File: src/rtl/mpu_bus_sync.sv
`default_nettype none
// ============================================================================
// mpu_bus_sync : syncs async MPU strobes into clk, one core req/ack per strobe
// Revision     : 1.0
// ============================================================================
module mpu_bus_sync #(
    parameter int ADDR_WIDTH  = 16,
    parameter int DATA_WIDTH  = 16,
    parameter int SYNC_STAGES = 2
) (
    input  logic                  clk,
    input  logic                  _reset,
    input  logic                  _mpu_rd,
    input  logic                  _mpu_wr,
    input  logic [1:0]            _mpu_be,
    input  logic [ADDR_WIDTH-1:0] mpu_addr_in,
    input  logic [DATA_WIDTH-1:0] mpu_data_in,
    output logic [DATA_WIDTH-1:0] mpu_data_out,
    output logic                  mpu_busy,
    output logic                  core_req,
    output logic                  core_wr,
    output logic [ADDR_WIDTH-1:0] core_addr,
    output logic [DATA_WIDTH-1:0] core_wdata,
    output logic [1:0]            core_be,
    input  logic                  core_ack,
    input  logic [DATA_WIDTH-1:0] core_rdata
);

    typedef enum logic [1:0] {
        IDLE    = 2'd0,
        REQ     = 2'd1,
        RELEASE = 2'd2
    } state_t;

    state_t                  state_q;
    logic [SYNC_STAGES-1:0]  rd_sync_q;
    logic [SYNC_STAGES-1:0]  wr_sync_q;
    logic [SYNC_STAGES-1:0]  prime_q;
    logic                    armed_q;
    logic                    core_req_q;
    logic                    core_wr_q;
    logic [ADDR_WIDTH-1:0]   core_addr_q;
    logic [DATA_WIDTH-1:0]   core_wdata_q;
    logic [1:0]              core_be_q;
    logic [DATA_WIDTH-1:0]   data_out_q;
    logic                    rd_s;
    logic                    wr_s;

    always_ff @(posedge clk or negedge _reset) begin
        if (!_reset) begin
            rd_sync_q <= '1;
            wr_sync_q <= '1;
            prime_q   <= '0;
        end else begin
            rd_sync_q <= {rd_sync_q[SYNC_STAGES-2:0], _mpu_rd};
            wr_sync_q <= {wr_sync_q[SYNC_STAGES-2:0], _mpu_wr};
            prime_q   <= {prime_q[SYNC_STAGES-2:0], 1'b1};
        end
    end

    assign rd_s = ~rd_sync_q[SYNC_STAGES-1];
    assign wr_s = ~wr_sync_q[SYNC_STAGES-1];

    // Synchronizer flops reset to "inactive", so a strobe held through reset
    // only becomes visible once the pipeline has refilled. Accesses are
    // therefore armed only after a genuinely idle sample has been seen.
    always_ff @(posedge clk or negedge _reset) begin
        if (!_reset) begin
            state_q      <= RELEASE;
            armed_q      <= 1'b0;
            core_req_q   <= 1'b0;
            core_wr_q    <= 1'b0;
            core_addr_q  <= '0;
            core_wdata_q <= '0;
            core_be_q    <= 2'b00;
            data_out_q   <= '0;
        end else begin
            if (!armed_q && prime_q[SYNC_STAGES-1] && !rd_s && !wr_s) begin
                armed_q <= 1'b1;
            end
            case (state_q)
                IDLE: begin
                    if (armed_q && (rd_s ^ wr_s)) begin
                        core_addr_q  <= mpu_addr_in;
                        core_wdata_q <= mpu_data_in;
                        core_be_q    <= ~_mpu_be;
                        core_wr_q    <= wr_s;
                        core_req_q   <= 1'b1;
                        state_q      <= REQ;
                    end
                end
                REQ: begin
                    if (core_ack) begin
                        core_req_q <= 1'b0;
                        if (!core_wr_q) begin
                            data_out_q <= core_rdata;
                        end
                        state_q <= RELEASE;
                    end
                end
                RELEASE: begin
                    if (!rd_s && !wr_s) begin
                        state_q <= IDLE;
                    end
                end
                default: state_q <= RELEASE;
            endcase
        end
    end

    assign mpu_busy     = (state_q != IDLE);
    assign core_req     = core_req_q;
    assign core_wr      = core_wr_q;
    assign core_addr    = core_addr_q;
    assign core_wdata   = core_wdata_q;
    assign core_be      = core_be_q;
    assign mpu_data_out = data_out_q;

endmodule
`default_nettype wire

File: config.mk
export PLATFORM = sky130hd
export DESIGN_NAME = mpu_bus_sync
export DESIGN_NICKNAME = d
export VERILOG_FILES = /design/src/rtl/mpu_bus_sync.sv
export SDC_FILE = /design/constraint.sdc
export NUM_CORES = 1
export LEC_CHECK = 0
export BUFFER_PORTS_ARGS = -buffer_cell sky130_fd_sc_hd__buf_2
export CORE_MARGIN = 1
export CORE_UTILIZATION = 47
export DETAILED_ROUTE_END_ITERATION = 10
export PLACE_DENSITY_LB_ADDON = 0.3
export SLEW_MARGIN = 20
export SYNTH_ARGS = -nofsm -noshare
export SYNTH_HDL_FRONTEND = slang
export SYNTH_SLANG_ARGS = --single-unit
export TNS_END_PERCENT = 20
File: constraint.sdc
create_clock -name clk -period 2 [get_ports clk]
set_clock_uncertainty 0.05 [all_clocks]
set_input_delay 0.2 -clock clk [delete_from_list [all_inputs] [get_ports clk]]
set_output_delay 0.2 -clock clk [all_outputs]
set_load 0.02 [all_outputs]
==> results.md, run 1 <==
- The flow ran to the end, and the final reports show no timing, DRC or antenna violations.
- The first element of the critical path is wr_sync_q[1]$_DFF_PN1_.
- For this run, the detailed router's first-pass iteration total came to 4.
- The worst register-to-register path has a setup slack of 0.13 ns.
- The number of design rule violations left after detail routing is 0.
- The total I/O pin count is approximately 110.
- Clock tree synthesis found a total of 61 sinks.
- The maximum root-to-sink buffer count is 2.
- The hold-critical path depth is 2.
- The first routing iteration left 34 violations.
- The share of the clock period used by the worst path after layout is between 90 and 100%.
- The number of buffer cells added on primary ports is 107.
- The endpoint of the most critical register-to-register path is core_wdata[10]$_DFFE_PN0P_.
- The CTS buffer count is 9.
- The count of pins over their slew limit was 0.
- The via count is between 1500 and 2000.
- In this run the critical register-to-register path is launched from wr_sync_q[1]$_DFF_PN1_.
- Cells fill 64.87% of the core in the end.
- Wires add up to 4437 um.
- The total congestion overflow after global routing is 0.
- The startpoint identified for the worst hold timing path is mpu_data_in[8].
- The worst-margin pin slew is 0.8773 ns.
- The net count of the finished layout is 314.
- The congestion estimate from routability-driven global placement came to 0.6822.
- Setup repair after global routing left no endpoint under its margin.
- The cell area that synthesis handed to floorplanning was 2470 sq um.
- The class of the tightest hold or removal check is primary input to flop.
- The share of cells above drive strength 1 is 65.02%.
- The maximum fanout along the worst path is 19.
- STA classifies the critical path startpoint as a flop.
- The number of setup violations in the final report is 0.
- The critical path class is flop to flop.
- The summed negative setup slack over all endpoints is 0 ns.
- Clock-pin slew was measured on the worst setup and hold paths at 0.06 ns.
- The detail route stage leaves a number of antenna-violating nets equal to 0.
- After layout, the minimum clock period comes to 1.872 ns.
- The die covers 5549 sq um.
- The first global-routing pass estimated 7031 um of wire.
- The synthesized design contains 61 register bits.
- The element type at the critical path end is a flop.
- The via count of the first global-routing pass came to 1525.
- Data on the critical path arrives at its endpoint at between 2 and 2.5 ns.
- The H-tree was split into 3 levels.
- The data required time at the worst endpoint is around 2.2 ns.
- The number of antenna violations at the first check in global routing is 0.
- The total of cells resized after clock tree synthesis is 0.
- The cell count after synthesis is 137.
- The initial utilization of the core area, before any placement, comes to 48.67%.
- The area growth from synthesis to layout is 33.28%.
- Clock tree synthesis selected as its root buffer the cell sky130_fd_sc_hd__clkbuf_8.
- The worst-case IR drop observed on VDD is 0.8369 mV.
- The final count of hold timing violations came to 0.
- Derived from the worst setup path, the maximum achievable clock frequency is 0.5343 GHz.
- The maximum number of pins on one net before global-route repair is 24.
- The average wire per cell in the routed design is 13.32 um.
- The mean instance size in the synthesized netlist is 18.03 sq um.
- TritonCTS built the clock tree.
- The endpoint of the worst hold path is core_wdata[8]$_DFFE_PN0P_.
- The antenna diode instance count is 0.
- Yosys printed 0 warnings.
- The number of distinct library cells after synthesis is 22.
- For this design the static power due to leakage is 0.001694 uW.
- Dividing the detail-routed via count by the number of cells gives roughly 4.6.
- The die extent in y is approximately 74 um.
- Global routing used 17.41% of the available tracks.
- The clock latency on the worst-skew pair is 0.32 ns.
- The fill cell instance count of the final layout is 425.
- The total number of placement rows is 26.
- The cell depth of the worst flop-to-flop path is 4.
- The post-synthesis sequential area ratio is 62.06%.
- For this design the ratio of total power to cell area is 1706 nW/um^2.
- The relative slew slack is about two fifths.
- The die is 74.49 um wide.
- The number of nets handed over by synthesis was 193.
- The number of maximum-capacitance violations is 0.
- The core area is 5075 sq um.
-- where the power goes --
group	internal (uW)	switching, uW	total (uW)
clock	518	415	932
combinational	1270	1290	2560
sequential	1810	312	2120
total	3600	2020	5620
-- cells in the mapped netlist --
| master | count | area, sq um |
|---|---|---|
| sky130_fd_sc_hd__a211o_1 | 1 | 8.760 |
| sky130_fd_sc_hd__a21oi_1 | 1 | 5.000 |
| sky130_fd_sc_hd__a31o_2 | 1 | 8.760 |
| sky130_fd_sc_hd__and4bb_1 | 1 | 12.51 |
| sky130_fd_sc_hd__buf_12 | 3 | 60.06 |
| sky130_fd_sc_hd__buf_4 | 1 | 7.510 |
| sky130_fd_sc_hd__buf_6 | 2 | 22.52 |
| sky130_fd_sc_hd__conb_1 | 1 | 3.750 |
| sky130_fd_sc_hd__dfrtp_1 | 56 | 1401 |
| sky130_fd_sc_hd__dfstp_2 | 5 | 131.4 |
| sky130_fd_sc_hd__ha_1 | 1 | 12.51 |
| sky130_fd_sc_hd__inv_1 | 4 | 15.01 |
| sky130_fd_sc_hd__mux2_1 | 9 | 101.4 |
| sky130_fd_sc_hd__mux2_4 | 39 | 585.6 |
| sky130_fd_sc_hd__mux2i_1 | 3 | 30.03 |
| sky130_fd_sc_hd__nand2b_1 | 2 | 12.51 |
| sky130_fd_sc_hd__nand3b_1 | 1 | 7.510 |
| sky130_fd_sc_hd__nand4bb_1 | 1 | 11.26 |
| sky130_fd_sc_hd__nor2b_1 | 1 | 6.260 |
| sky130_fd_sc_hd__nor4bb_1 | 1 | 10.01 |
| sky130_fd_sc_hd__o21ai_0 | 2 | 10.01 |
| sky130_fd_sc_hd__or2_2 | 1 | 6.260 |
-- cell usage in the layout, fill, tap and decap left out --
master / synthesis / routed
sky130_fd_sc_hd__buf_2: 0 / 107
sky130_fd_sc_hd__dfrtp_1: 56 / 56
sky130_fd_sc_hd__clkbuf_8: 0 / 11
sky130_fd_sc_hd__clkbuf_1: 0 / 4
sky130_fd_sc_hd__clkinv_2: 0 / 1
sky130_fd_sc_hd__dlygate4sd3_1: 0 / 4
sky130_fd_sc_hd__mux2i_1: 3 / 3
sky130_fd_sc_hd__and4bb_1: 1 / 1
sky130_fd_sc_hd__mux2_4: 39 / 39
sky130_fd_sc_hd__a211o_1: 1 / 1
sky130_fd_sc_hd__a31o_2: 1 / 1
sky130_fd_sc_hd__buf_4: 1 / 3
sky130_fd_sc_hd__nand3b_1: 1 / 1
sky130_fd_sc_hd__conb_1: 1 / 1
sky130_fd_sc_hd__nor2b_1: 1 / 1
sky130_fd_sc_hd__ha_1: 1 / 1
sky130_fd_sc_hd__dfstp_2: 5 / 5
sky130_fd_sc_hd__o21ai_0: 2 / 2
sky130_fd_sc_hd__nand4bb_1: 1 / 1
sky130_fd_sc_hd__buf_12: 3 / 2
sky130_fd_sc_hd__or2_2: 1 / 1
sky130_fd_sc_hd__inv_1: 4 / 4
sky130_fd_sc_hd__mux2_1: 9 / 9
sky130_fd_sc_hd__nor4bb_4: 0 / 1
sky130_fd_sc_hd__a21oi_1: 1 / 1
sky130_fd_sc_hd__nand2b_1: 2 / 2
-- per-layer routing --
metal	vias up	wire length (um)	track usage, %
met5	-	0	0
met2	81	1952	24.22
met4	0	95	9.644
met1	727	1988	23.82
met3	9	401	5.962
li1	718	-	-
-- sequential cells by signal, indices dropped and copies added, names as in the netlist --
signal	cells
core_addr	16
armed_q	1
core_req	1
mpu_data_out	16
state_q	2
core_wr	1
prime_q	2
wr_sync_q	2
core_be	2
core_wdata	16
rd_sync_q	2
-- cells by family (layout without fill, tap and decap cells) --
group / after synthesis / after routing / share of synthesized area [%]
AO/OA/AOI/OAI: 5 / 5 / 1.317
flip-flops: 61 / 61 / 62.06
multiplexers: 51 / 51 / 29.03
adder cells (fa/ha/maj): 1 / 1 / 0.5065
other: 1 / 1 / 0.1518
AND/OR/NAND/NOR: 8 / 8 / 2.685
buffers and inverters: 10 / 136 / 4.255
-- what timing repair did --
item | CTS | global route
setup endpoints to repair | 0 | 0
setup buffers | 0 | 0
hold endpoints to repair | 23 | 0
hold buffers | 4 | 0
-- worst max-delay path, cell delays in order (launching register included) --
cell	delay, ns
sky130_fd_sc_hd__dfstp_2	0.54
sky130_fd_sc_hd__ha_1	0.16
sky130_fd_sc_hd__nor4bb_4	0.43
sky130_fd_sc_hd__buf_12	0.24
sky130_fd_sc_hd__mux2_1	0.33
-- worst max path at each step --
stage | to | slack [ns] | depth (start not counted)
4_1_cts | core_wdata[10]$_DFFE_PN0P_ | 0.12 | 4
6_report | core_wdata[10]$_DFFE_PN0P_ | 0.13 | 4
2_1_floorplan | core_addr[0]$_DFFE_PN0P_ | 0.27 | 5
3_3_place_gp | core_wdata[8]$_DFFE_PN0P_ | 0.14 | 4
3_5_place_dp | core_wdata[10]$_DFFE_PN0P_ | 0.13 | 4
5_1_grt | core_wdata[10]$_DFFE_PN0P_ | 0.005 | 4
-- stage by stage --
stage	instances	hold WS (ns)	setup WS, ns	instance area, sq um	total power [uW]
floorplan	137	-0.1456	0.2651	2470	3929
global placement	313	0.1415	0.1386	3080	4646
detailed placement	313	0.1391	0.1265	3080	4711
CTS	333	0.02228	0.1166	3292	5687
global route	333	0.02719	0.004751	3292	5966
finish	333	0.04395	0.1283	3292	5617
-- area by class of cell --
class	instances	area [sq um]	share of cell area, %
Timing Repair Buffer	116	638.1	19.38
Inverter	4	15.01	0.4561
Multi-Input combinational cell	66	847.1	25.73
Clock buffer	15	166.4	5.055
Clock inverter	1	5.005	0.1520
Tap cell	70	87.58	2.661
Sequential cell	61	1533	46.56
Note: power is estimated with default switching activity, not from simulation.
==> run 2: changes to the inputs <==
CORE_MARGIN = not set   (was 1)
PLACE_DENSITY = 0.79   (was not set)
PLACE_DENSITY_LB_ADDON = not set   (was 0.3)
==> run 2 against run 1 <==
Sequential share of layout area down 0.11 points. Setup slack better by 0.0073 ns. Register-to-register slack about the same. Non-clock buffer count increased by 1. Clock power up 5.3%. Cell count rose by 0.30%. Core utilization up 0.15 points. Critical path type unchanged. Largest cell class unchanged. Largest power group unchanged.
==> results.md, run 2 (synthesized netlist as in run 1, its figures left out) <==
- Result of the run: completed (unchanged).
- The total I/O pin count was 108 (unchanged).
- The area added between synthesis and finish came to 33.59% (was 33.28%).
- The H-tree depth is 3 (unchanged).
- The switching share of total power was 35.83% (was 35.94%).
- The average wire per cell in the routed design is 13.33 um (was 13.32 um).
- The worst reg2reg path startpoint is wr_sync_q[1]$_DFF_PN1_ (unchanged).
- The first-pass GRT wire length came to 6941 um (was 7031 um).
- The initial core utilization was 48.67% (unchanged).
- The category of the worst setup path launch point was a flop (unchanged).
- The hold-critical path depth is 2 (unchanged).
- The net total in the final layout is 315 (was 314).
- The total of cells resized after clock tree synthesis is 0 (unchanged).
- The CTS buffer count is 9 (unchanged).
- The share of the clock period used by the worst path after layout came to 93.22% (was 93.59%).
- The DRC violation total after the first TritonRoute iteration is 42 (was 34).
- The share of total power in combinational logic came to 45.0% (was 45.7%).
- The multi-input logic area came to 847.1 sq um (unchanged).
- The ratio of total power to cell area is 1707 nW/um^2 (was 1706 nW/um^2).
- The clock latency on the worst-skew pair is 0.32 ns (about the same).
- The remaining number of nets flagged by the antenna check after routing is 0 (unchanged).
- The total number of placement rows is 26 (unchanged).
- The maximum number of pins on one net before global-route repair came to 28 (was 24).
- The number of design rule violations left after detail routing was 0 (unchanged).
- The element type at the critical path end is a flop (unchanged).
- The endpoint of the most critical register-to-register path is core_wdata[1]$_DFFE_PN0P_ (was core_wdata[10]$_DFFE_PN0P_).
- The share of total power in sequential cells is 37.6% (was 37.7%).
- The maximum root-to-sink buffer count is 2 (unchanged).
- The count of pins over their slew limit is 0 (unchanged).
- The x dimension of the die is 74.49 um (unchanged).
- The maximum fanout along the worst path is 10 (was 19).
- The via count is 1558 (was 1535).
- The net switching component of the power was 2018 uW (was 2019 uW).
- The fill cell instance count of the final layout is 406 (was 425).
- The cell-internal power was 3615 uW (was 3598 uW).
- The endpoint of the worst hold path is mpu_data_out[0]$_DFFE_PN0P_ (was core_wdata[8]$_DFFE_PN0P_).
- The total congestion overflow after global routing is 0 (unchanged).
- Commonest cells after routing, fill and taps aside: sky130_fd_sc_hd__buf_2, sky130_fd_sc_hd__dfrtp_1, sky130_fd_sc_hd__mux2_4, sky130_fd_sc_hd__clkbuf_8, sky130_fd_sc_hd__mux2_1 (unchanged).
- The number of setup violations in the final report was 0 (unchanged).
- The number of antenna violations at the first check in global routing was 0 (unchanged).
- The final weighted congestion of routability-driven global placement is 0.6817 (was 0.6822).
- The clock share of power is 17.4% (was 16.6%).
- The register cell area after layout is 1533 sq um (unchanged).
- The CTS tree was built (unchanged).
- The leakage component of the power came to 0.001701 uW (was 0.001694 uW).
- The maximum VDD drop is 0.8457 mV (was 0.8369 mV).
- The final critical delay including setup and external delays was 1.864 ns (was 1.872 ns).
- Once detailed placement completed, the half-perimeter wirelength came to about 3100 um.
- The final hold slack was 0.03937 ns (was 0.04395 ns).
- The number of buffer cells added on primary ports is 107 (unchanged).
- The total iterations of the first detailed-routing run is 4 (unchanged).
- The via count of the first global-routing pass was 1482 (was 1525).
- The area of the die is 5549 sq um (unchanged).
- The critical hold path startpoint is core_rdata[0] (was mpu_data_in[8]).
- The total routing usage reported by global routing came to 17.40% (was 17.41%).
- The number of maximum-capacitance violations is 0 (unchanged).
- The highest clock rate is 0.5364 GHz (was 0.5343 GHz).
- The worst-margin pin slew was 0.9091 ns (was 0.8773 ns).
- The most common cell after layout, fill and taps aside is sky130_fd_sc_hd__buf_2 (unchanged).
- The summed negative setup slack over all endpoints came to 0 ns (unchanged).
- The total length of routed wires is 4451 um (was 4437 um).
- The flop-to-flop setup slack was 0.14 ns (was 0.13 ns).
- The class of the tightest hold or removal check is primary input to flop (unchanged).
- The share of cells above drive strength 1 was 65.15% (was 65.02%).
- The CTS sink count is 61 (unchanged).
- The data arrival time of the critical path is 2.02 ns (about the same).
- The die extent in y is 74.49 um (unchanged).
- Unrepaired setup endpoints after global routing: false (unchanged).
- The post-detailed-route via-to-cell ratio is 4.665 (was 4.610).
- The cell depth of the worst flop-to-flop path is 4 (unchanged).
- The antenna diode instance count is 0 (unchanged).
- The data required time at the worst endpoint is 2.15 ns (about the same).
- The clock root buffer is sky130_fd_sc_hd__clkbuf_8 (unchanged).
- The relative slew slack was 39.39% (was 41.51%).
- The final count of hold timing violations is 0 (unchanged).
- The core area is 5075 sq um (unchanged).
- The critical path class was flop to flop (unchanged).
- The post-CTS repair timing setup buffer count is 0 (unchanged).
- The CTS clock-pin slew for the worst setup and hold paths came to 0.07 ns (was 0.06 ns).
- The count of hold buffers inserted by post-cts repair is 5 (was 4).
==> run 2: cell count changes in the layout (fill, tap and decap cells not counted) <==
cell / previous run / this run
sky130_fd_sc_hd__clkbuf_1: 4 / 3
sky130_fd_sc_hd__dlygate4sd3_1: 4 / 5
sky130_fd_sc_hd__buf_12: 2 / 1
sky130_fd_sc_hd__buf_4: 3 / 4
sky130_fd_sc_hd__clkbuf_8: 11 / 12
==> run 2: worst max-delay path by stage <==
stage	from	endpoint	slack, ns	cells past startpoint
after detailed placement	wr_sync_q[1]$_DFF_PN1_	core_wdata[9]$_DFFE_PN0P_	0.13	4
final	wr_sync_q[1]$_DFF_PN1_	core_wdata[1]$_DFFE_PN0P_	0.14	4
after global routing	rd_sync_q[1]$_DFF_PN1_	core_wdata[1]$_DFFE_PN0P_	0.05	4
after floorplan	rd_sync_q[1]$_DFF_PN1_	core_addr[0]$_DFFE_PN0P_	0.27	5
after CTS	wr_sync_q[1]$_DFF_PN1_	core_wdata[1]$_DFFE_PN0P_	0.12	4
after global placement	state_q[1]$_DFFE_PN1P_	mpu_data_out[2]$_DFFE_PN0P_	0.18	2
==> run 2: layout make-up <==
cell class                      count  area share [%]
Timing Repair Buffer              117           19.26
Tap cell                           70           2.655
Inverter                            4          0.4551
Multi-Input combinational cell     66           25.67
Clock inverter                      1          0.1517
Sequential cell                    61           46.45
Clock buffer                       15           5.347
==> run 2: power groups by stage <==
stage                     clock [uW]  combinational [uW]  sequential [uW]
after global placement             0                2510             2110
final                            981                2540             2120
after floorplan                    0                1150             2770
after CTS                       1020                2570             2120
after global routing            1080                2720             2190
after detailed placement           0                2570             2110
==> run 2: worst max-delay path: stages (launching register included) <==
cell                       delay [ns]
sky130_fd_sc_hd__dfstp_2         0.55
sky130_fd_sc_hd__ha_1            0.16
sky130_fd_sc_hd__nor4bb_4        0.39
sky130_fd_sc_hd__buf_4           0.29
sky130_fd_sc_hd__mux2_4          0.32
==> run 2: layer usage <==
metal  track usage (%)  up-vias  routed length (um)
met2             25.63       78                2014
met5                 0        -                   0
li1                  -      715                   -
met1             22.91      755                2036
met3             7.182       10                 335
met4             6.918        0                  64
==> run 2: through the flow <==
stage	instances	cell area [sq um]	util, %	power [uW]	setup WS [ns]
floorplan	137	2470	-	3929	0.2651
global placement	313	3068	60.45	4619	0.1834
detailed placement	313	3068	60.45	4678	0.1269
CTS	334	3299	65.01	5703	0.1235
global route	334	3299	65.01	5987	0.05201
finish	334	3299	65.01	5633	0.1356
